**src/rtl/i2c_txn_arbiter.sv**
```systemverilog
// i2c_txn_arbiter: shares one I2C byte-write engine among NREQ requesters.
// Requesters are served round-robin. Each accepted transaction is issued to
// the engine, retried after a back-off gap when the slave NACKs, aborted on
// timeout, and closed with a one-cycle response pulse to its owner.
module i2c_txn_arbiter #(
  parameter int NREQ        = 4,
  parameter int MAX_RETRY   = 2,
  parameter int BACKOFF_CYC = 16,
  parameter int TIMEOUT_CYC = 1024,
  localparam int IW         = (NREQ > 1) ? $clog2(NREQ) : 1
) (
  input  logic              clk,
  input  logic              reset,
  input  logic [NREQ-1:0]   req_valid_i,
  input  logic [7*NREQ-1:0] req_addr_i,
  input  logic [8*NREQ-1:0] req_data_i,
  output logic [NREQ-1:0]   req_ready_o,
  output logic [NREQ-1:0]   rsp_valid_o,
  output logic [1:0]        rsp_code_o,
  output logic              eng_start_o,
  output logic [6:0]        eng_addr_o,
  output logic [7:0]        eng_data_o,
  input  logic              eng_busy_i,
  input  logic              eng_done_i,
  input  logic              eng_nack_i,
  output logic              busy_o,
  output logic [IW-1:0]     grant_id_o
);

  localparam int RW   = (MAX_RETRY > 0) ? $clog2(MAX_RETRY + 1) : 1;
  localparam int TMAX = (TIMEOUT_CYC > BACKOFF_CYC) ? TIMEOUT_CYC : BACKOFF_CYC;
  localparam int TW   = (TMAX > 1) ? $clog2(TMAX) : 1;

  localparam logic [TW-1:0] TIMEOUT_LOAD = TW'(TIMEOUT_CYC - 1);
  localparam logic [TW-1:0] BACKOFF_LOAD = TW'(BACKOFF_CYC - 1);
  localparam logic [RW-1:0] RETRY_LIMIT  = RW'(MAX_RETRY);

  typedef enum logic [2:0] {
    S_IDLE,
    S_ISSUE,
    S_WAIT,
    S_BACKOFF,
    S_RESP
  } state_e;

  typedef enum logic [1:0] {
    RSP_OK      = 2'b00,
    RSP_NACK    = 2'b01,
    RSP_TIMEOUT = 2'b10
  } rsp_code_e;

  state_e          state_q, state_d;
  logic [IW-1:0]   rr_ptr_q, rr_ptr_d;
  logic [IW-1:0]   grant_q, grant_d;
  logic [6:0]      addr_q, addr_d;
  logic [7:0]      data_q, data_d;
  logic [RW-1:0]   retry_q, retry_d;
  logic [TW-1:0]   timer_q, timer_d;
  rsp_code_e       code_q, code_d;

  logic            sel_found;
  logic [IW-1:0]   sel_id;

  // Requester index 'off' positions after 'base', wrapping at NREQ.
  function automatic logic [IW-1:0] wrap_add(input logic [IW-1:0] base, input int off);
    int sum;
    sum = int'(base) + off;
    if (sum >= NREQ) sum = sum - NREQ;
    return IW'(sum);
  endfunction

  // Round-robin pick: nearest valid requester at or after rr_ptr.
  always_comb begin
    sel_found = 1'b0;
    sel_id    = '0;
    // Walk from the farthest offset down so the nearest match is written last.
    for (int k = NREQ - 1; k >= 0; k--) begin
      if (req_valid_i[wrap_add(rr_ptr_q, k)]) begin
        sel_found = 1'b1;
        sel_id    = wrap_add(rr_ptr_q, k);
      end
    end
  end

  // Next-state and output decode for the transaction FSM.
  always_comb begin
    // NOTE: every variable written here gets a default first so no path can
    // leave it unassigned, which is what would otherwise infer a latch.
    state_d     = state_q;
    rr_ptr_d    = rr_ptr_q;
    grant_d     = grant_q;
    addr_d      = addr_q;
    data_d      = data_q;
    retry_d     = retry_q;
    timer_d     = timer_q;
    code_d      = code_q;
    req_ready_o = '0;
    rsp_valid_o = '0;
    rsp_code_o  = '0;
    eng_start_o = 1'b0;

    unique case (state_q)
      S_IDLE: begin
        if (sel_found && !eng_busy_i) begin
          req_ready_o[sel_id] = 1'b1;
          grant_d             = sel_id;
          addr_d              = req_addr_i[7*int'(sel_id) +: 7];
          data_d              = req_data_i[8*int'(sel_id) +: 8];
          retry_d             = '0;
          state_d             = S_ISSUE;
        end
      end
      S_ISSUE: begin
        eng_start_o = 1'b1;
        timer_d     = TIMEOUT_LOAD;
        state_d     = S_WAIT;
      end
      S_WAIT: begin
        // A frame ending in the expiry cycle still counts as completed.
        if (eng_done_i) begin
          if (!eng_nack_i) begin
            code_d  = RSP_OK;
            state_d = S_RESP;
          end else if (retry_q < RETRY_LIMIT) begin
            retry_d = retry_q + 1'b1;
            timer_d = BACKOFF_LOAD;
            state_d = S_BACKOFF;
          end else begin
            code_d  = RSP_NACK;
            state_d = S_RESP;
          end
        end else if (timer_q == '0) begin
          code_d  = RSP_TIMEOUT;
          state_d = S_RESP;
        end else begin
          timer_d = timer_q - 1'b1;
        end
      end
      S_BACKOFF: begin
        if (timer_q == '0) state_d = S_ISSUE;
        else               timer_d = timer_q - 1'b1;
      end
      S_RESP: begin
        rsp_valid_o[grant_q] = 1'b1;
        rsp_code_o           = code_q;
        retry_d              = '0;
        rr_ptr_d             = wrap_add(grant_q, 1);
        state_d              = S_IDLE;
      end
      default: state_d = S_IDLE;
    endcase

    // Pulses are suppressed while reset is held: an acceptance or response
    // issued in that cycle would be lost when the state is cleared.
    if (reset) begin
      req_ready_o = '0;
      rsp_valid_o = '0;
      rsp_code_o  = '0;
      eng_start_o = 1'b0;
    end
  end

  // State and datapath registers with synchronous reset.
  always_ff @(posedge clk) begin
    // NOTE: clocked state uses non-blocking assignments so every register
    // samples the pre-edge value of every other, independent of statement order.
    if (reset) begin
      state_q  <= S_IDLE;
      rr_ptr_q <= '0;
      grant_q  <= '0;
      addr_q   <= '0;
      data_q   <= '0;
      retry_q  <= '0;
      timer_q  <= '0;
      code_q   <= RSP_OK;
    end else begin
      state_q  <= state_d;
      rr_ptr_q <= rr_ptr_d;
      grant_q  <= grant_d;
      addr_q   <= addr_d;
      data_q   <= data_d;
      retry_q  <= retry_d;
      timer_q  <= timer_d;
      code_q   <= code_d;
    end
  end

  assign busy_o     = (state_q != S_IDLE);
  assign grant_id_o = grant_q;
  assign eng_addr_o = addr_q;
  assign eng_data_o = data_q;

endmodule

```
**config.mk**
```make
export PLATFORM = sky130hd
export DESIGN_NAME = i2c_txn_arbiter
export DESIGN_NICKNAME = d
export VERILOG_FILES = /design/src/rtl/i2c_txn_arbiter.sv
export SDC_FILE = /design/constraint.sdc
export NUM_CORES = 1
export LEC_CHECK = 0
export ABC_AREA = 1
export CAP_MARGIN = 15
export CORE_UTILIZATION = 40
export DETAILED_ROUTE_END_ITERATION = 16
export GPL_TIMING_DRIVEN = 0
export PLACE_DENSITY = 0.77
export SYNTH_ARGS = -nofsm -noshare
export SYNTH_HDL_FRONTEND = slang
export SYNTH_SLANG_ARGS = --single-unit
```
**constraint.sdc**
```tcl
create_clock -name clk -period 1.6 [get_ports clk]
set_clock_uncertainty 0.05 [all_clocks]
set_input_delay 0.32 -clock clk [delete_from_list [all_inputs] [get_ports clk]]
set_output_delay 0.32 -clock clk [all_outputs]
set_load 0.02 [all_outputs]
```
After elaboration in Yosys (flattened, before gate mapping)
Index checks and enable logic that the tools add are counted.
{"block": "classes", "n_addsub": 11, "multipliers": 1, "order_cmp": 14, "eq_ne": 13, "n_shift": 2, "n_mux": 55, "reduce_logical": 15}
{"cell": "10-bit two-way mux", "count": 4}
{"cell": "2-bit two-way mux", "count": 19}
{"cell": "32-bit by 6-bit indexed part select with 8-bit output", "count": 1}
{"cell": "10-bit case mux with 3 select lines", "count": 1}
{"cell": "28-bit by 6-bit indexed part select with 7-bit output", "count": 1}
{"cell": "4-bit two-way mux", "count": 5}
{"cell": "2-bit by 3-bit < comparator with 1-bit output (second input constant)", "count": 6}
{"cell": "3-bit two-way mux", "count": 6}
{"cell": "3-bit >= comparator (second input constant)", "count": 4}
{"cell": "1-bit two-way mux", "count": 12}
{"cell": "3-bit != test (second input constant)", "count": 4}
{"cell": "3-bit case mux with 4 select lines", "count": 1}
{"cell": "10-bit logical NOT", "count": 1}
{"cell": "2-bit != test (second input constant)", "count": 5}
{"cell": "10-bit by 1-bit subtractor with 10-bit output (second input constant)", "count": 1}
{"cell": "2-bit by 1-bit subtractor with 2-bit output (second input constant)", "count": 5}
{"cell": "3-bit AND reduction", "count": 3}
{"cell": "3-bit nonzero test", "count": 3}
{"cell": "1-bit binary-select mux with 2-bit select", "count": 4}
{"cell": "2-bit by 1-bit adder with 3-bit output (second input constant)", "count": 2}
{"cell": "2-bit by 2-bit adder with 3-bit output (second input constant)", "count": 2}
{"cell": "3-bit by 2-bit == test with 1-bit output (second input constant)", "count": 2}
{"cell": "2-bit case mux with 3 select lines", "count": 1}
{"cell": "3-bit by 2-bit multiplier with 5-bit output (first input constant)", "count": 1}
{"cell": "other kinds (13)", "count": 17}
{"block": "word_totals", "register_bits": 36, "in_bits": 69, "output_inout_bits": 29, "elab_cells": 119}

Depth between registers and ports, before layout
Gate-level depths: netlist of run 1.
{"block": "logic_depth", "ltp_word": 16, "mapped_depth": 15}

Worst setup path after synthesis of run 1
Ideal clock, no wire load.
{"block": "synth_timing", "path_kind": "register to output", "start": "register rr_ptr_q[0]", "end": "output port req_ready_o[0]", "t_arrival_ns": 1.751, "t_required_ns": 1.230, "setup_slack_ns": -0.521, "path_stages_with_launch": 11, "cell_sequence": "dfxtp_1 buf_6 nand2_2 nand3_2 o21ai_2 inv_2 nand2_1 nand2_4 nand2_4 buf_4 nor3_1"}
{"block": "synth_via", "elab_chain_cells": 16, "word_cells_on_any_way": 40}
{"element": "start, declared", "line_no": "53", "text": "logic [IW-1:0] rr_ptr_q, rr_ptr_d;"}
{"element": "start signal, assigned", "line_no": "178", "text": "rr_ptr_q <= rr_ptr_d;"}
{"element": "2-bit by 2-bit adder with 3-bit output", "line_no": "67", "text": "sum = int'(base) + off;"}
{"element": "3-bit >= comparator / 2-bit by 1-bit subtractor with 2-bit output (equally long branches)", "line_no": "68", "text": "if (sum >= NREQ) sum = sum - NREQ;"}
{"element": "2-bit two-way mux", "line_no": "68"}
{"element": "1-bit binary-select mux with 2-bit select", "line_no": "78", "text": "if (req_valid_i[wrap_add(rr_ptr_q, k)]) begin"}
{"element": "1-bit two-way mux (not written as such)", "line_no": "78"}
{"element": "2-bit two-way mux (4 in a row)", "line_no": "78"}
{"element": "2-bit by 3-bit < comparator with 1-bit output (not written as such) / 2-bit by 1-bit >= comparator with 1-bit output (equally long branches)", "line_no": "105", "text": "req_ready_o[sel_id] = 1'b1;"}
{"element": "1-bit logical AND (not written as such)", "line_no": "105"}
{"element": "1-bit two-way mux (not written as such)", "line_no": "105"}
{"element": "1-bit demux with 2-bit select", "line_no": "105"}
{"element": "4-bit two-way mux *", "line_no": "104", "text": "if (sel_found && !eng_busy_i) begin"}
{"element": "4-bit two-way mux *", "line_no": "102", "text": "unique case (state_q)"}
{"element": "4-bit two-way mux *", "line_no": "155", "text": "if (reset) begin"}
{"element": "end, declared", "line_no": "17", "text": "output logic [NREQ-1:0] req_ready_o,"}
Mark *: on every way between the ends. The rest lies on a longest branch, timed or not. The select of a mux whose other input is x is not followed.

Worst setup path after layout of run 1
{"block": "layout_timing", "start": "register rr_ptr_q[0]", "end": "output port req_ready_o[1]"}
The elaborated chain is that of the path after synthesis.

==> impl_metrics.toml, run 1 <==
[yosys]
ys.flop_type = "dfxtp_1"
synthesis.nets = 492
ys_warn_count = 0
avgSynthCellArea_sq_um = 6.08
synth_edf_count = 0
synth_area_sq_um = 2540
syn_inst = 418
ys_seq_area_share_pct = 28.4
async_reset_ff_share_pct = 0
ys_types = 36
synth-seq-cells = 36

[global_routing]
grt_max_degree = 12
grt_pass1_wl_microns = 14100
grt_pass1_vias = 3153
grt-ovfl-total = 0
antenna_found_initial = 0
grtUsageTotal_pct = 27.8

[sta]
layout_setup_ws_ps = -579
rsz0062_at_grt = "yes"
worstMarginPinSlew_ps = 515
relSlewSlack_pct = 65.7
fin_hold_ws_ps = 399
hold_viol = 0
fmax_mhz = 459
setup_viol = 39
min_period_ps = 2180
final_max_slew_viol_count = 0
min_period_over_period_pct = 136

[clocking]
cts_hold_repair.buffers = 0
clockRootBuffer = "clkbuf_8"
clkTransAtPathRegs_ps = 70
cts_buffers = 5
htreeDepth = 2
clkSinkCount = 36
cts_tree = "built"
clock_latency_ps = 300
clock_path_buffers = 2

[critical_path]
crit_path_start_kind = "flop"
ff2ff_path_depth = 15
crit_path_top_delay_cell = "dfxtp_4"
regToRegStartpoint = "rr_ptr_q[0]"
worst_ep_arrival_time_ps = 1810
path_class = "flop to output pin"
required_ps = 1230
startpoint = "rr_ptr_q[0]"
path_cells = "buf_8 > nand2_4 > o21ai_4 > nor2_4 > nand3_2 > nand3_4 > nor2_4 > buf_6 > nand2_8 > nor2_4 > buf_6"
setup.worst_path.end_class = "output pin"
reg2reg_to = "eng_addr_o[0]"
crit_path_max_fanout = 5
cpMostUsedCell = "nor2_4"
r2r_slack_ps = -430
cpPeakStageDelay_ps = 390

[floorplanning]
initial_utilization_pct = 42.2
rows = 28
core-area_sq_um = 6030
die_area_sq_um = 6670
io_pins = 98
die_h_microns = 81.7
die_x_microns = 81.7

[status]
violations = "setup timing"
outcome = "finished, violations left"

[placed_design]
place_area_sq_um = 3710
dp.cells = 590
gp_congestion = 0.832
numPortBuffers = 97
post-dp-hpwl_microns = 5710

[detailed_routing]
drtIter0Drc = 201
via_per_inst = 5.29
drc = 0
antenna_left = 0
num_vias = 3430
firstDrtPassIters = 4
wl_per_cell_microns = 15.8
wirelength_microns = 10200

[power_and_ir_drop]
power_frac_seq_pct = 20.5
combPwrFrac_pct = 69.8
switching_share_pct = 47.1
p_int_mw = 3.83
power.switching_mw = 3.41
leakage_nw = 2.24
peakVddDrop_uv = 908
p_total_mw = 7.25
p_per_area_nw_per_um2 = 1540
p_clk_share_pct = 9.8

[worst_hold_path]
hold_depth = 2
holdCritStartpoint = "reset"
holdPathEnd = "grant_id_o[0]"
hold_class = "primary input to flop"

[layout]
fill_cells = 415
fin_area_sq_um = 4710
final_common_cell = "nand2_1"
fin_util_pct = 78.1
nNetsFinal = 646
drive_gt1_share_pct = 33.7
layoutNonFillerInstCount = 648
multi_input_area_sq_um = 2000
seq_area_sq_um = 739
syn_to_final_growth_pct = 85.4
final_cell_mix = "134 x nand2_1, 61 x clkdlybuf4s50_1, 36 x buf_4"
antenna_cells = 0

[run]
maxCapViolations = 0
cell type report:
cell class	count	area share, %
Buffer	10	2.42
Clock buffer	7	1.83
Clock inverter	1	0.159
Inverter	55	5.18
Multi-Input combinational cell	317	42.5
Sequential cell	36	15.7
Tap cell	75	1.99
Timing Repair Buffer	147	30.2
sequential cells by signal (all words and copies together) (netlist names):
register / flops
eng_data_o: 8
state_q: 3
timer_q: 10
rr_ptr_q: 2
grant_id_o: 2
eng_addr_o: 7
code_q: 2
retry_q: 2
synthesized netlist by cell type (4+ instances only):
cell / instances / area share, %
nor3_1: 4 / 0.79
dfxtp_1: 36 / 28
nand3_1: 31 / 6.1
buf_6: 4 / 1.8
xor2_1: 4 / 1.4
o21a_1: 6 / 1.8
nand3b_1: 7 / 2.1
nand3_2: 4 / 1.6
nor2_1: 42 / 6.2
a21oi_1: 9 / 1.8
ha_1: 5 / 2.5
inv_1: 47 / 6.9
o21ai_0: 10 / 2.0
inv_2: 6 / 0.89
nand4_1: 6 / 1.5
nand2_1: 166 / 25
per-layer routing:
layer  wire (microns)  up-vias  global-route usage (%)
li1                 -     1631                       -
met1             3780     1566                    28.7
met2             5230      179                    53.2
met3              736       54                    5.67
met4              497        0                    12.8
met5                0        -                       0
how the worst max path moves through the flow:
stage          cells past startpoint              to  slack, ps
5_1_grt                           11  req_ready_o[1]       -650
3_5_place_dp                      13  req_ready_o[1]      -1360
2_1_floorplan                     12  req_ready_o[1]       -240
4_1_cts                           10  req_ready_o[2]       -560
3_3_place_gp                      10  req_ready_o[0]      -1300
6_report                          11  req_ready_o[1]       -580
critical path: cells and delay by family, from the launching register on:
family,cells,cell delay (ps)
buffers and inverters,3,410
AO/OA/AOI/OAI,1,90
AND/OR/NAND/NOR,7,610
flip-flops,1,390
power groups by stage:
stage / logic, mW / clock network [mW] / registers, mW
floorplan: 2.00 / 0 / 1.56
global placement: 3.03 / 0 / 1.43
detailed placement: 3.07 / 0 / 1.44
CTS: 3.87 / 0.695 / 1.42
global route: 5.38 / 0.744 / 1.52
finish: 5.05 / 0.708 / 1.48
metrics by stage:
stage | setup TNS, ps | setup WS (ps)
floorplan | -2460 | -236
global placement | -29790 | -1300
detailed placement | -30990 | -1360
CTS | -8500 | -561
global route | -13660 | -650
finish | -10810 | -579
cells by family (layout without fill, tap and decap cells):
| kind of cell | Yosys count | after routing | share of synthesized area (%) |
|---|---|---|---|
| and+or+nand+nor | 268 | 268 | 45.9 |
| buffers and inverters | 65 | 220 | 11.3 |
| AOI/OAI and AO/OA | 40 | 40 | 10.5 |
| DFF | 36 | 36 | 28.4 |
| adders and majority gates | 5 | 5 | 2.46 |
| xor gates and xnor gates | 4 | 4 | 1.38 |
what timing repair did:
item,CTS,global route
buffers inserted,26,19
endpoints found under the setup margin,65,45
pin swaps,31,29
gates cloned,5,0
resized for setup,176,72
(Power assumes the default switching activity.)
==> run 2, diff against run 1 <==
--- a/config.mk
+++ b/config.mk
@@ -11,6 +11,7 @@
 export DETAILED_ROUTE_END_ITERATION = 16
 export GPL_TIMING_DRIVEN = 0
 export PLACE_DENSITY = 0.77
+export SETUP_SLACK_MARGIN = 0.1
 export SYNTH_ARGS = -nofsm -noshare
 export SYNTH_HDL_FRONTEND = slang
 export SYNTH_SLANG_ARGS = --single-unit
==> run 2 against run 1 <==
Compared with the run above: the flow still finishes with violations (setup timing); largest power group unchanged; first-iteration DRC count up 40%; count of clock-buffer cells in the layout unchanged; clock power about the same; via count up 1.7%; routed wire length up 9.0%; final cell count unchanged; critical endpoint is now req_ready_o[3]; non-clock buffer count up 1; total power up 5.8%.
==> impl_metrics.toml, run 2 (synthesis gave the netlist of run 1 again) <==
[layout]
fin_util_pct = 81.8
final_common_cell = "nand2_1"
layoutNonFillerInstCount = 648
nNetsFinal = 647
fill_cells = 368
final_cell_mix = "127 x nand2_1, 61 x clkdlybuf4s50_1, 34 x inv_1"
antenna_cells = 0
drive_gt1_share_pct = 37.3
syn_to_final_growth_pct = 94.0
regMostFlops = "timer_q"
largest_register_ff_count = 10

[detailed_routing]
num_vias = 3489
wl_per_cell_microns = 17.2
firstDrtPassIters = 6
antenna_left = 0
drc = 0
wirelength_microns = 11200
via_per_inst = 5.38
drtIter0Drc = 281

[critical_path]
crit_path_start_kind = "flop"
required_ps = 1230
path_class = "flop to output pin"
worst_ep_arrival_time_ps = 1840
setup.worst_path.end_class = "output pin"
crit_path_max_fanout = 8

[sta]
worstMarginPinSlew_ps = 503
rsz0062_at_grt = "yes"
relSlewSlack_pct = 66.5
min_period_over_period_pct = 138
min_period_ps = 2210
fin_hold_ws_ps = 419
setup_viol = 44
totalNegativeSetupSlack_ps = -12210
fmax_mhz = 452
hold_viol = 0
final_max_slew_viol_count = 0
layout_setup_ws_ps = -612

[clocking]
cts_tree = "built"
clkTransAtPathRegs_ps = 70
htreeDepth = 2
clock_latency_ps = 290
cts_buffers = 5
clock_path_buffers = 2
clkSinkCount = 36
cts_hold_repair.buffers = 0
clockRootBuffer = "clkbuf_8"

[placed_design]
post-dp-hpwl_microns = 5720
dp.cells = 590
gp_congestion = 0.825
numPortBuffers = 97

[power_and_ir_drop]
peakVddDrop_uv = 1030
leakage_nw = 2.28
p_total_mw = 7.66
p_per_area_nw_per_um2 = 1560

[global_routing]
grtUsageTotal_pct = 29.3
grt_pass1_vias = 3289
grt_max_degree = 11
antenna_found_initial = 0
grt-ovfl-total = 0
grt_pass1_wl_microns = 14900

[run]
maxCapViolations = 0

[floorplanning]
rows = 28
die_x_microns = 81.7
core-area_sq_um = 6030
die_area_sq_um = 6670
initial_utilization_pct = 42.2
io_pins = 98
die_h_microns = 81.7

[status]
violations = "setup timing"
outcome = "finished, violations left"

[worst_hold_path]
hold_class = "primary input to flop"
## run 2: final cells by class
class	instances	area, sq um	share of cell area (%)
inverter	55	256	5.21
clock buffer	7	96.3	1.96
tap	75	93.8	1.90
sequential	36	742	15.1
buffer	10	128	2.59
multi-input combinational	317	2150	43.7
timing repair buffer	148	1460	29.6
## run 2: worst paths after layout
path / startpoint / end / slack [ps] / depth (start not counted)
max: rr_ptr_q[0] / req_ready_o[3] / -610 / 10
min: reset / grant_id_o[0] / 420 / 2
max reg2reg: rr_ptr_q[0] / eng_data_o[5] / -450 / 16
min reg2reg: retry_q[0] / retry_q[0] / 440 / 2
## run 2: timing repair
action / CTS / global route
pin swaps: 43 / 43
resized for setup: 213 / 73
setup buffers: 35 / 15
hold endpoints to repair: 0 / 0
endpoints found under the setup margin: 65 / 46
gates cloned: 0 / 3
## run 2: power breakdown
group          internal (mW)  switching [mW]
clock network          0.384           0.327
logic                   2.41            3.04
registers               1.23           0.272
## run 2: through the flow
step | instance area (sq um) | setup slack (ps)
6_report | 4930 | -612
5_1_grt | 4930 | -666
4_1_cts | 4480 | -567
3_5_place_dp | 3750 | -1330
3_3_place_gp | 3750 | -1300
2_1_floorplan | 2680 | -236
## run 2: critical path: stages (launching register included)
cell     delay, ps
dfxtp_4        370
buf_12         150
o21ai_4        190
nor2_4          70
nand3_4        100
nand3_4         90
nor2_4         140
buf_6          140
nand2_8         60
nor2_4         100
buf_6          130
## run 2: per-layer routing
metal / share of wire [%] / global-route usage [%] / vias up
li1: - / - / 1629
met1: 37 / 30.9 / 1584
met2: 50 / 54.8 / 209
met3: 7.5 / 7.00 / 67
met4: 5.7 / 12.8 / 0
met5: 0 / 0 / -
